$ cat src/rtl/dbus_initiator.sv
// Single-outstanding dbus initiator: accepts one request, drives it onto the dbus,
// waits for the responder's ack (or a watchdog timeout) and returns a one-cycle response.
module dbus_initiator #(
  parameter int unsigned ADDR_WIDTH     = 32,
  parameter int unsigned DATA_WIDTH     = 32,
  parameter int unsigned TIMEOUT_CYCLES = 16
) (
  input  logic                    clk,
  input  logic                    rst_n,
  input  logic                    cpu_req_i,
  input  logic                    cpu_w_en_i,
  input  logic [ADDR_WIDTH-1:0]   cpu_addr_i,
  input  logic [DATA_WIDTH-1:0]   cpu_wdata_i,
  input  logic [DATA_WIDTH/8-1:0] cpu_sel_i,
  output logic                    cpu_ready_o,
  output logic                    cpu_rsp_valid_o,
  output logic [DATA_WIDTH-1:0]   cpu_rdata_o,
  output logic                    cpu_err_o,
  output logic                    dbus_req_o,
  output logic                    dbus_w_en_o,
  output logic [ADDR_WIDTH-1:0]   dbus_addr_o,
  output logic [DATA_WIDTH-1:0]   dbus_w_data_o,
  output logic [DATA_WIDTH/8-1:0] dbus_sel_o,
  input  logic                    dbus_ack_i,
  input  logic [DATA_WIDTH-1:0]   dbus_r_data_i
);

  localparam int unsigned SEL_WIDTH = DATA_WIDTH / 8;
  localparam int unsigned CNT_WIDTH = $clog2(TIMEOUT_CYCLES + 1);

  typedef enum logic [1:0] {
    S_IDLE,
    S_REQ,
    S_RESP
  } state_t;

  state_t               state;
  logic [CNT_WIDTH-1:0] cnt;

  // Acks in the first REQ cycle are stale: a registered responder cannot answer that fast.
  always_ff @(posedge clk) begin
    if (!rst_n) begin
      state           <= S_IDLE;
      cnt             <= '0;
      cpu_ready_o     <= 1'b1;
      cpu_rsp_valid_o <= 1'b0;
      cpu_rdata_o     <= '0;
      cpu_err_o       <= 1'b0;
      dbus_req_o      <= 1'b0;
      dbus_w_en_o     <= 1'b0;
      dbus_addr_o     <= '0;
      dbus_w_data_o   <= '0;
      dbus_sel_o      <= SEL_WIDTH'(0);
    end else begin
      case (state)
        S_IDLE: begin
          cpu_rsp_valid_o <= 1'b0;
          if (cpu_req_i) begin
            state         <= S_REQ;
            cnt           <= '0;
            cpu_ready_o   <= 1'b0;
            dbus_req_o    <= 1'b1;
            dbus_w_en_o   <= cpu_w_en_i;
            dbus_addr_o   <= cpu_addr_i;
            dbus_w_data_o <= cpu_wdata_i;
            dbus_sel_o    <= cpu_sel_i;
          end
        end
        S_REQ: begin
          if (cnt < CNT_WIDTH'(TIMEOUT_CYCLES)) begin
            cnt <= cnt + CNT_WIDTH'(1);
          end
          if (dbus_ack_i && (cnt != '0)) begin
            state           <= S_RESP;
            cpu_rsp_valid_o <= 1'b1;
            cpu_rdata_o     <= dbus_w_en_o ? '0 : dbus_r_data_i;
            cpu_err_o       <= 1'b0;
            dbus_req_o      <= 1'b0;
            dbus_w_en_o     <= 1'b0;
          end else if (cnt == CNT_WIDTH'(TIMEOUT_CYCLES - 1)) begin
            state           <= S_RESP;
            cpu_rsp_valid_o <= 1'b1;
            cpu_rdata_o     <= '0;
            cpu_err_o       <= 1'b1;
            dbus_req_o      <= 1'b0;
            dbus_w_en_o     <= 1'b0;
          end
        end
        S_RESP: begin
          state           <= S_IDLE;
          cpu_rsp_valid_o <= 1'b0;
          cpu_ready_o     <= 1'b1;
        end
        default: begin
          state           <= S_IDLE;
          cpu_rsp_valid_o <= 1'b0;
          cpu_ready_o     <= 1'b1;
          dbus_req_o      <= 1'b0;
          dbus_w_en_o     <= 1'b0;
        end
      endcase
    end
  end

endmodule

$ cat config.mk
export PLATFORM = sky130hd
export DESIGN_NAME = dbus_initiator
export DESIGN_NICKNAME = d
export VERILOG_FILES = /design/src/rtl/dbus_initiator.sv
export SDC_FILE = /design/constraint.sdc
export NUM_CORES = 1
export LEC_CHECK = 0
export CELL_PAD_IN_SITES_DETAIL_PLACEMENT = 0
export CELL_PAD_IN_SITES_GLOBAL_PLACEMENT = 2
export CORE_ASPECT_RATIO = 0.7
export CORE_UTILIZATION = 23
export CTS_CLUSTER_SIZE = 30
export DETAILED_ROUTE_END_ITERATION = 8
export GPL_TIMING_DRIVEN = 1
export PLACE_DENSITY_LB_ADDON = 0.1
export SLEW_MARGIN = 20
export SYNTH_ARGS = -nofsm -noshare
export SYNTH_HDL_FRONTEND = slang
export SYNTH_SLANG_ARGS = --single-unit
$ cat constraint.sdc
create_clock -name clk -period 2.44 [get_ports clk]
set_clock_uncertainty 0.2 [all_clocks]
set_input_delay 0.244 -clock clk [delete_from_list [all_inputs] [get_ports clk]]
set_output_delay 0.244 -clock clk [all_outputs]
set_load 0.02 [all_outputs]
==> results of run 1 <==
## sequential cells by signal (all words and copies together), names as in the netlist
name             cells
cpu_rsp_valid_o      1
dbus_addr_o         32
cnt                  5
dbus_w_data_o       32
dbus_sel_o           4
dbus_w_en_o          1
state                2
cpu_err_o            1
cpu_ready_o          1
cpu_rdata_o         32
dbus_req_o           1
## metal layers
layer / share of wire / up-vias / global-route usage
li1: - / 2406 / -
met1: 0.49 / 2209 / 0.204
met2: 0.44 / 168 / 0.230
met3: 0.066 / 12 / 0.0462
met4: 0.012 / 0 / 0.0477
met5: 0 / - / 0
## logic make-up (layout without fill, tap and decap cells)
| family | Yosys count | after routing | synth area share |
|---|---|---|---|
| AOI/OAI and AO/OA | 118 | 118 | 0.156 |
| xor gates and xnor gates | 1 | 1 | 0.00184 |
| adders and majority gates | 3 | 3 | 0.00790 |
| buffers and inverters | 69 | 250 | 0.0679 |
| and+or+nand+nor | 286 | 286 | 0.292 |
| DFF | 112 | 112 | 0.472 |
| muxes | 1 | 1 | 0.00211 |
## worst max-delay path by stage
stage,start,endpoint,slack (ps),cells past startpoint
global placement,cnt[0],cpu_rdata_o[12],160,6
finish,cnt[0],cpu_rdata_o[11],450,7
detailed placement,cnt[0],cpu_rdata_o[11],140,6
floorplan,cnt[0],cpu_rdata_o[0],650,7
CTS,cnt[0],cpu_rdata_o[11],100,6
global route,cnt[0],cpu_rdata_o[11],300,7
## what timing repair did
item | CTS | global route
hold buffers | 1 | 0
hold endpoints to repair | 1 | 0
setup buffers | 0 | 3
endpoints found under the setup margin | 0 | 17
## critical path, cell delays in order, from the launching register on
cell and delay [ps]:
dfxtp_1 340, ha_1 210, and3_1 180, ha_1 250, inv_1 80, buf_4 350
o2111ai_1 170, nand3_1 140
## synth_stat cells, drive strengths merged, types with 2 or more instances
| cell type | count | area share |
|---|---|---|
| a21oi | 75 | 0.081 |
| buf | 26 | 0.034 |
| clkbuf | 36 | 0.028 |
| dfxtp | 112 | 0.47 |
| ha | 3 | 0.0079 |
| inv | 7 | 0.0055 |
| nand2 | 137 | 0.11 |
| nand2b | 2 | 0.0026 |
| nand3 | 68 | 0.072 |
| nand4 | 32 | 0.042 |
| nor2 | 4 | 0.0032 |
| nor2b | 34 | 0.045 |
| o2111ai | 32 | 0.059 |
| o211ai | 2 | 0.0032 |
| o21ai | 4 | 0.0042 |
## power breakdown
part	leakage, nW	internal (W)	switching (W)	total (W)
clock network	0.119	0.000698	0.000688	0.00139
registers	0.915	0.00196	0.0000859	0.00205
logic	1.60	0.000517	0.000610	0.00113
## cell type report
class / instances / area [µm²] / area share
clock buffers: 12 / 236 / 0.0323
multi-input cells: 409 / 2190 / 0.299
well taps: 270 / 338 / 0.0461
clock inverters: 4 / 31.3 / 0.00427
repair buffers: 227 / 2260 / 0.309
inverters: 7 / 26.3 / 0.00359
flip-flops and latches: 112 / 2240 / 0.306
## stage by stage
| step | instances | setup slack, ps | power, W |
|---|---|---|---|
| floorplan | 590 | 649 | 0.00266 |
| global placement | 1021 | 161 | 0.00321 |
| detailed placement | 1021 | 137 | 0.00322 |
| CTS | 1038 | 100 | 0.00464 |
| global route | 1041 | 303 | 0.00482 |
| finish | 1041 | 452 | 0.00456 |
==> impl_metrics.py, run 1 <==
metrics = {
    "run_status": {
        "status": "finished, final reports clean",
    },
    "global_routing": {
        "gr-total-overflow": 0,
        "grt_pass1_wl_mm": 25.2,
        "antenna_found_initial": 0,
        "grt_pass1_vias": 4779,
        "grt_use_total": 0.151,
        "grt_max_degree": 71,
    },
    "timing": {
        "setup_viol": 0,
        "fmax_ghz": 0.503,
        "tightest_slew_ps": 638,
        "hold_violations": 0,
        "relSlewSlack": 0.574,
        "fin_tns_setup_ps": 0,
        "min_period_over_period": 0.815,
        "timing.hold.ws_ps": 236,
        "drv_slew": 0,
        "fin_crit_ps": 1990,
        "rsz0062_at_grt": "no",
    },
    "detailed_routing": {
        "drcViolationCount": 0,
        "wirelength_mm": 16.1,
        "drt_first_pass_iters": 5,
        "ant_nets": 0,
        "drt-initial-drc-count": 245,
        "via_per_inst": 4.61,
        "routedWlPerCell_um": 15.4,
        "num_vias": 4795,
    },
    "floorplanning": {
        "core-area_mm2": 0.0200,
        "fp.dieArea_mm2": 0.0212,
        "die_y_um": 122,
        "start_util": 0.237,
        "rows": 43,
        "ios": 210,
        "die_w_um": 174,
    },
    "yosys": {
        "synth_area_mm2": 0.00475,
        "syn_inst": 590,
        "ys_ff_latch": 112,
        "synth_edf_count": 0,
        "yosysSeqAreaShare": 0.472,
        "yosysWarnings": 0,
        "ys_types": 33,
        "synth_flop_cell": "dfxtp_1",
        "synthArstFlopShare": 0,
        "syn_nets": 698,
        "avgSynthCellArea_um2": 8.05,
    },
    "clock_network": {
        "clk-insertion-delay-late_ps": 350,
        "cts_resized": 0,
        "clk_pin_slew_ps": 80,
        "htree_levels": 3,
        "root_buffer": "clkbuf_16",
        "clock_sinks": 112,
        "cts_tree": "yes",
        "clock_path_buffers": 2,
        "cts_buffers": 9,
    },
    "worst_setup_path": {
        "reg2reg_slack_ps": 450,
        "arrival_ps": 2080,
        "path_class": "reg -> reg",
        "cp-end-kind": "flip-flop",
        "worst_setup_path_start_kind": "flip-flop",
        "r2r_cells": 7,
        "required_ps": 2540,
        "worstPathMaxFanout": 32,
        "r2r_end": "cpu_rdata_o[11]",
        "r2r-start": "cnt[0]",
    },
    "placed_design": {
        "place_area_mm2": 0.00703,
        "dpl.hpwl_mm": 10.5,
        "port-buffer-count": 209,
        "place_congestion": 0.759,
    },
    "run": {
        "max_cap_violations": 0,
    },
    "layout": {
        "drive_above_1_share": 0.0480,
        "finalInstanceArea_mm2": 0.00733,
        "antenna_cells": 0,
        "fin_util": 0.366,
        "num-nets-final": 874,
        "final_cell_mix": "clkdlybuf4s50_1, nand2_1, dfxtp_1",
        "num-fill-cells": 2061,
        "area_growth_pct": 54.2,
        "mostFrequentLayoutCell": "clkdlybuf4s50_1",
    },
    "power_and_ir_drop": {
        "p_per_area_mw_per_mm2": 622,
        "leakagePower_nw": 2.63,
        "peakVddDrop_v": 0.000330,
    },
    "hold_path": {
        "hp-class": "in -> reg",
        "hold_end": "dbus_addr_o[5]",
        "hp-start": "cpu_addr_i[5]",
        "hold_depth": 3,
    },
}
(Power assumes the default switching activity.)
==> run 2: changes to the inputs <==
- CORE_UTILIZATION: 23 -> 20
- clock period: 2.44 -> 1.7 ns (I/O delays scaled with it)
==> run 2 against run 1 <==
Setup slack got worse by 550 ps. Largest power group unchanged. Total power rose by 49%. Maximum frequency increased by 11%. Sequential power is 43% higher. Non-clock buffer count rose by 24. First-iteration DRC count is 14% higher. The flow now finishes with violations (setup timing). Clock power rose by 56%.
==> impl_metrics.py, run 2 (synthesis gave the netlist of run 1 again) <==
metrics = {
    "placed_design": {
        "place_congestion": 0.721,
        "dpl.hpwl_mm": 11.8,
        "post-place-cells": 1082,
        "port-buffer-count": 209,
    },
    "layout": {
        "instances_no_fill": 1107,
        "final_cell_mix": "nand2_1, dfxtp_1, clkdlybuf4s50_1",
        "multi_input_area_mm2": 0.00224,
        "antenna_cells": 0,
        "largest_registers": "cpu_rdata_o: 32 flops, dbus_addr_o: 32 flops, dbus_w_data_o: 32 flops",
        "num-fill-cells": 2449,
        "mostFrequentLayoutCell": "nand2_1",
        "area_growth_pct": 63.7,
        "num-nets-final": 898,
        "drive_above_1_share": 0.0931,
        "seqCellArea_mm2": 0.00225,
    },
    "detailed_routing": {
        "wirelength_mm": 18.3,
        "routedWlPerCell_um": 16.6,
        "ant_nets": 0,
        "via_per_inst": 4.48,
        "drt-initial-drc-count": 279,
        "num_vias": 4963,
        "drt_first_pass_iters": 4,
        "drcViolationCount": 0,
    },
    "hold_path": {
        "hp-start": "cpu_addr_i[13]",
        "hp-class": "in -> reg",
        "hold_depth": 3,
        "hold_end": "dbus_addr_o[13]",
    },
    "power_and_ir_drop": {
        "seqPwrFrac": 0.431,
        "pwr-share-clk": 0.320,
        "swShare": 0.317,
        "p_per_area_mw_per_mm2": 872,
        "peakVddDrop_v": 0.000486,
        "intPower_w": 0.00463,
        "p_sw_w": 0.00215,
        "pwr-share-comb": 0.248,
        "leakagePower_nw": 3.61,
    },
    "clock_network": {
        "cts_buffers": 9,
        "htree_levels": 3,
        "clock_sinks": 112,
        "clock_path_buffers": 2,
        "cts_tree": "yes",
        "clk_pin_slew_ps": 90,
        "root_buffer": "clkbuf_16",
        "clk-insertion-delay-late_ps": 350,
    },
    "timing": {
        "rsz0062_at_grt": "yes",
        "timing.hold.ws_ps": 149,
        "fin_crit_ps": 1800,
        "setup_viol": 32,
        "fin_tns_setup_ps": -2000,
        "drv_slew": 0,
        "min_period_over_period": 1.06,
        "tightest_slew_ps": 375,
        "finalWorstSetupSlack_ps": -97.6,
        "fmax_ghz": 0.556,
        "hold_violations": 0,
        "relSlewSlack": 0.750,
    },
    "global_routing": {
        "grt_pass1_wl_mm": 26.6,
        "antenna_found_initial": 0,
        "gr-total-overflow": 0,
        "grt_max_degree": 52,
        "grt_use_total": 0.141,
        "grt_pass1_vias": 4701,
    },
    "floorplanning": {
        "core-area_mm2": 0.0230,
        "rows": 46,
        "ios": 210,
        "die_w_um": 186,
        "start_util": 0.207,
        "die_y_um": 131,
        "fp.dieArea_mm2": 0.0244,
    },
    "worst_setup_path": {
        "cp-startpoint": "cnt[0]",
        "r2r-start": "cnt[0]",
        "worstPathMaxFanout": 26,
        "r2r_end": "cpu_rdata_o[7]",
        "r2r_cells": 6,
        "arrival_ps": 1840,
        "reg2reg_slack_ps": -100,
        "cp-end-kind": "flip-flop",
        "required_ps": 1740,
        "worst_setup_path_start_kind": "flip-flop",
        "path_class": "reg -> reg",
    },
    "run_status": {
        "violations": "setup timing",
        "status": "finished, violations left",
    },
    "run": {
        "max_cap_violations": 0,
    },
}
==> run 2: critical path: stages, from the launching register on <==
cell and delay [ps]:
dfxtp_4 360, inv_4 60, ha_4 120, or4b_4 530
buf_12 200, nand4_1 110, nand3_1 80
==> run 2: how the worst max path moves through the flow <==
stage	to	slack, ps	depth (start not counted)
detailed placement	cnt[0]	-220	5
floorplan	cpu_rdata_o[0]	8	7
global placement	cnt[1]	-210	5
CTS	cpu_rdata_o[29]	-90	6
global route	cpu_rdata_o[29]	-150	6
finish	cpu_rdata_o[7]	-100	6
==> run 2: cell type report <==
type	instances	area share
Inverter	7	0.00466
Tap cell	312	0.0502
Clock inverter	6	0.00708
Sequential cell	112	0.289
Timing Repair Buffer	251	0.330
Clock buffer	10	0.0307
Multi-Input combinational cell	409	0.288
==> run 2: through the flow <==
stage / setup slack (ps) / total power (W) / area (µm²) / util
final: -97.6 / 0.00678 / 7780 / 0.339
after global routing: -150 / 0.00718 / 7780 / 0.339
after CTS: -87.4 / 0.00689 / 7530 / 0.328
after detailed placement: -221 / 0.00475 / 7320 / 0.319
after global placement: -211 / 0.00474 / 7320 / 0.319
after floorplan: 7.79 / 0.00382 / 4770 / -
==> run 2: metal layers <==
metal  wire length, µm  up-vias  GRT usage
li1                  -     2469          -
met1              8810     2344      0.187
met2              8220      138      0.222
met3              1130       12     0.0424
met4               179        0     0.0366
met5                 0        -          0
==> run 2: what timing repair did <==
action | in CTS | in global routing
endpoints found under the hold margin | 4 | 0
hold buffers | 1 | 0
pin swaps | 5 | 17
setup buffers | 0 | 4
cloned | 0 | 4
resized for setup | 80 | 43
setup endpoints to repair | 111 | 62
==> run 2: power by group through the flow <==
stage          clock network (W)  logic [W]  registers (W)
6_report                 0.00217    0.00168        0.00293
3_5_place_dp                   0    0.00176        0.00300
3_3_place_gp                   0    0.00175        0.00299
2_1_floorplan                  0   0.000619        0.00321
4_1_cts                  0.00229    0.00167        0.00293
5_1_grt                  0.00239    0.00183        0.00296
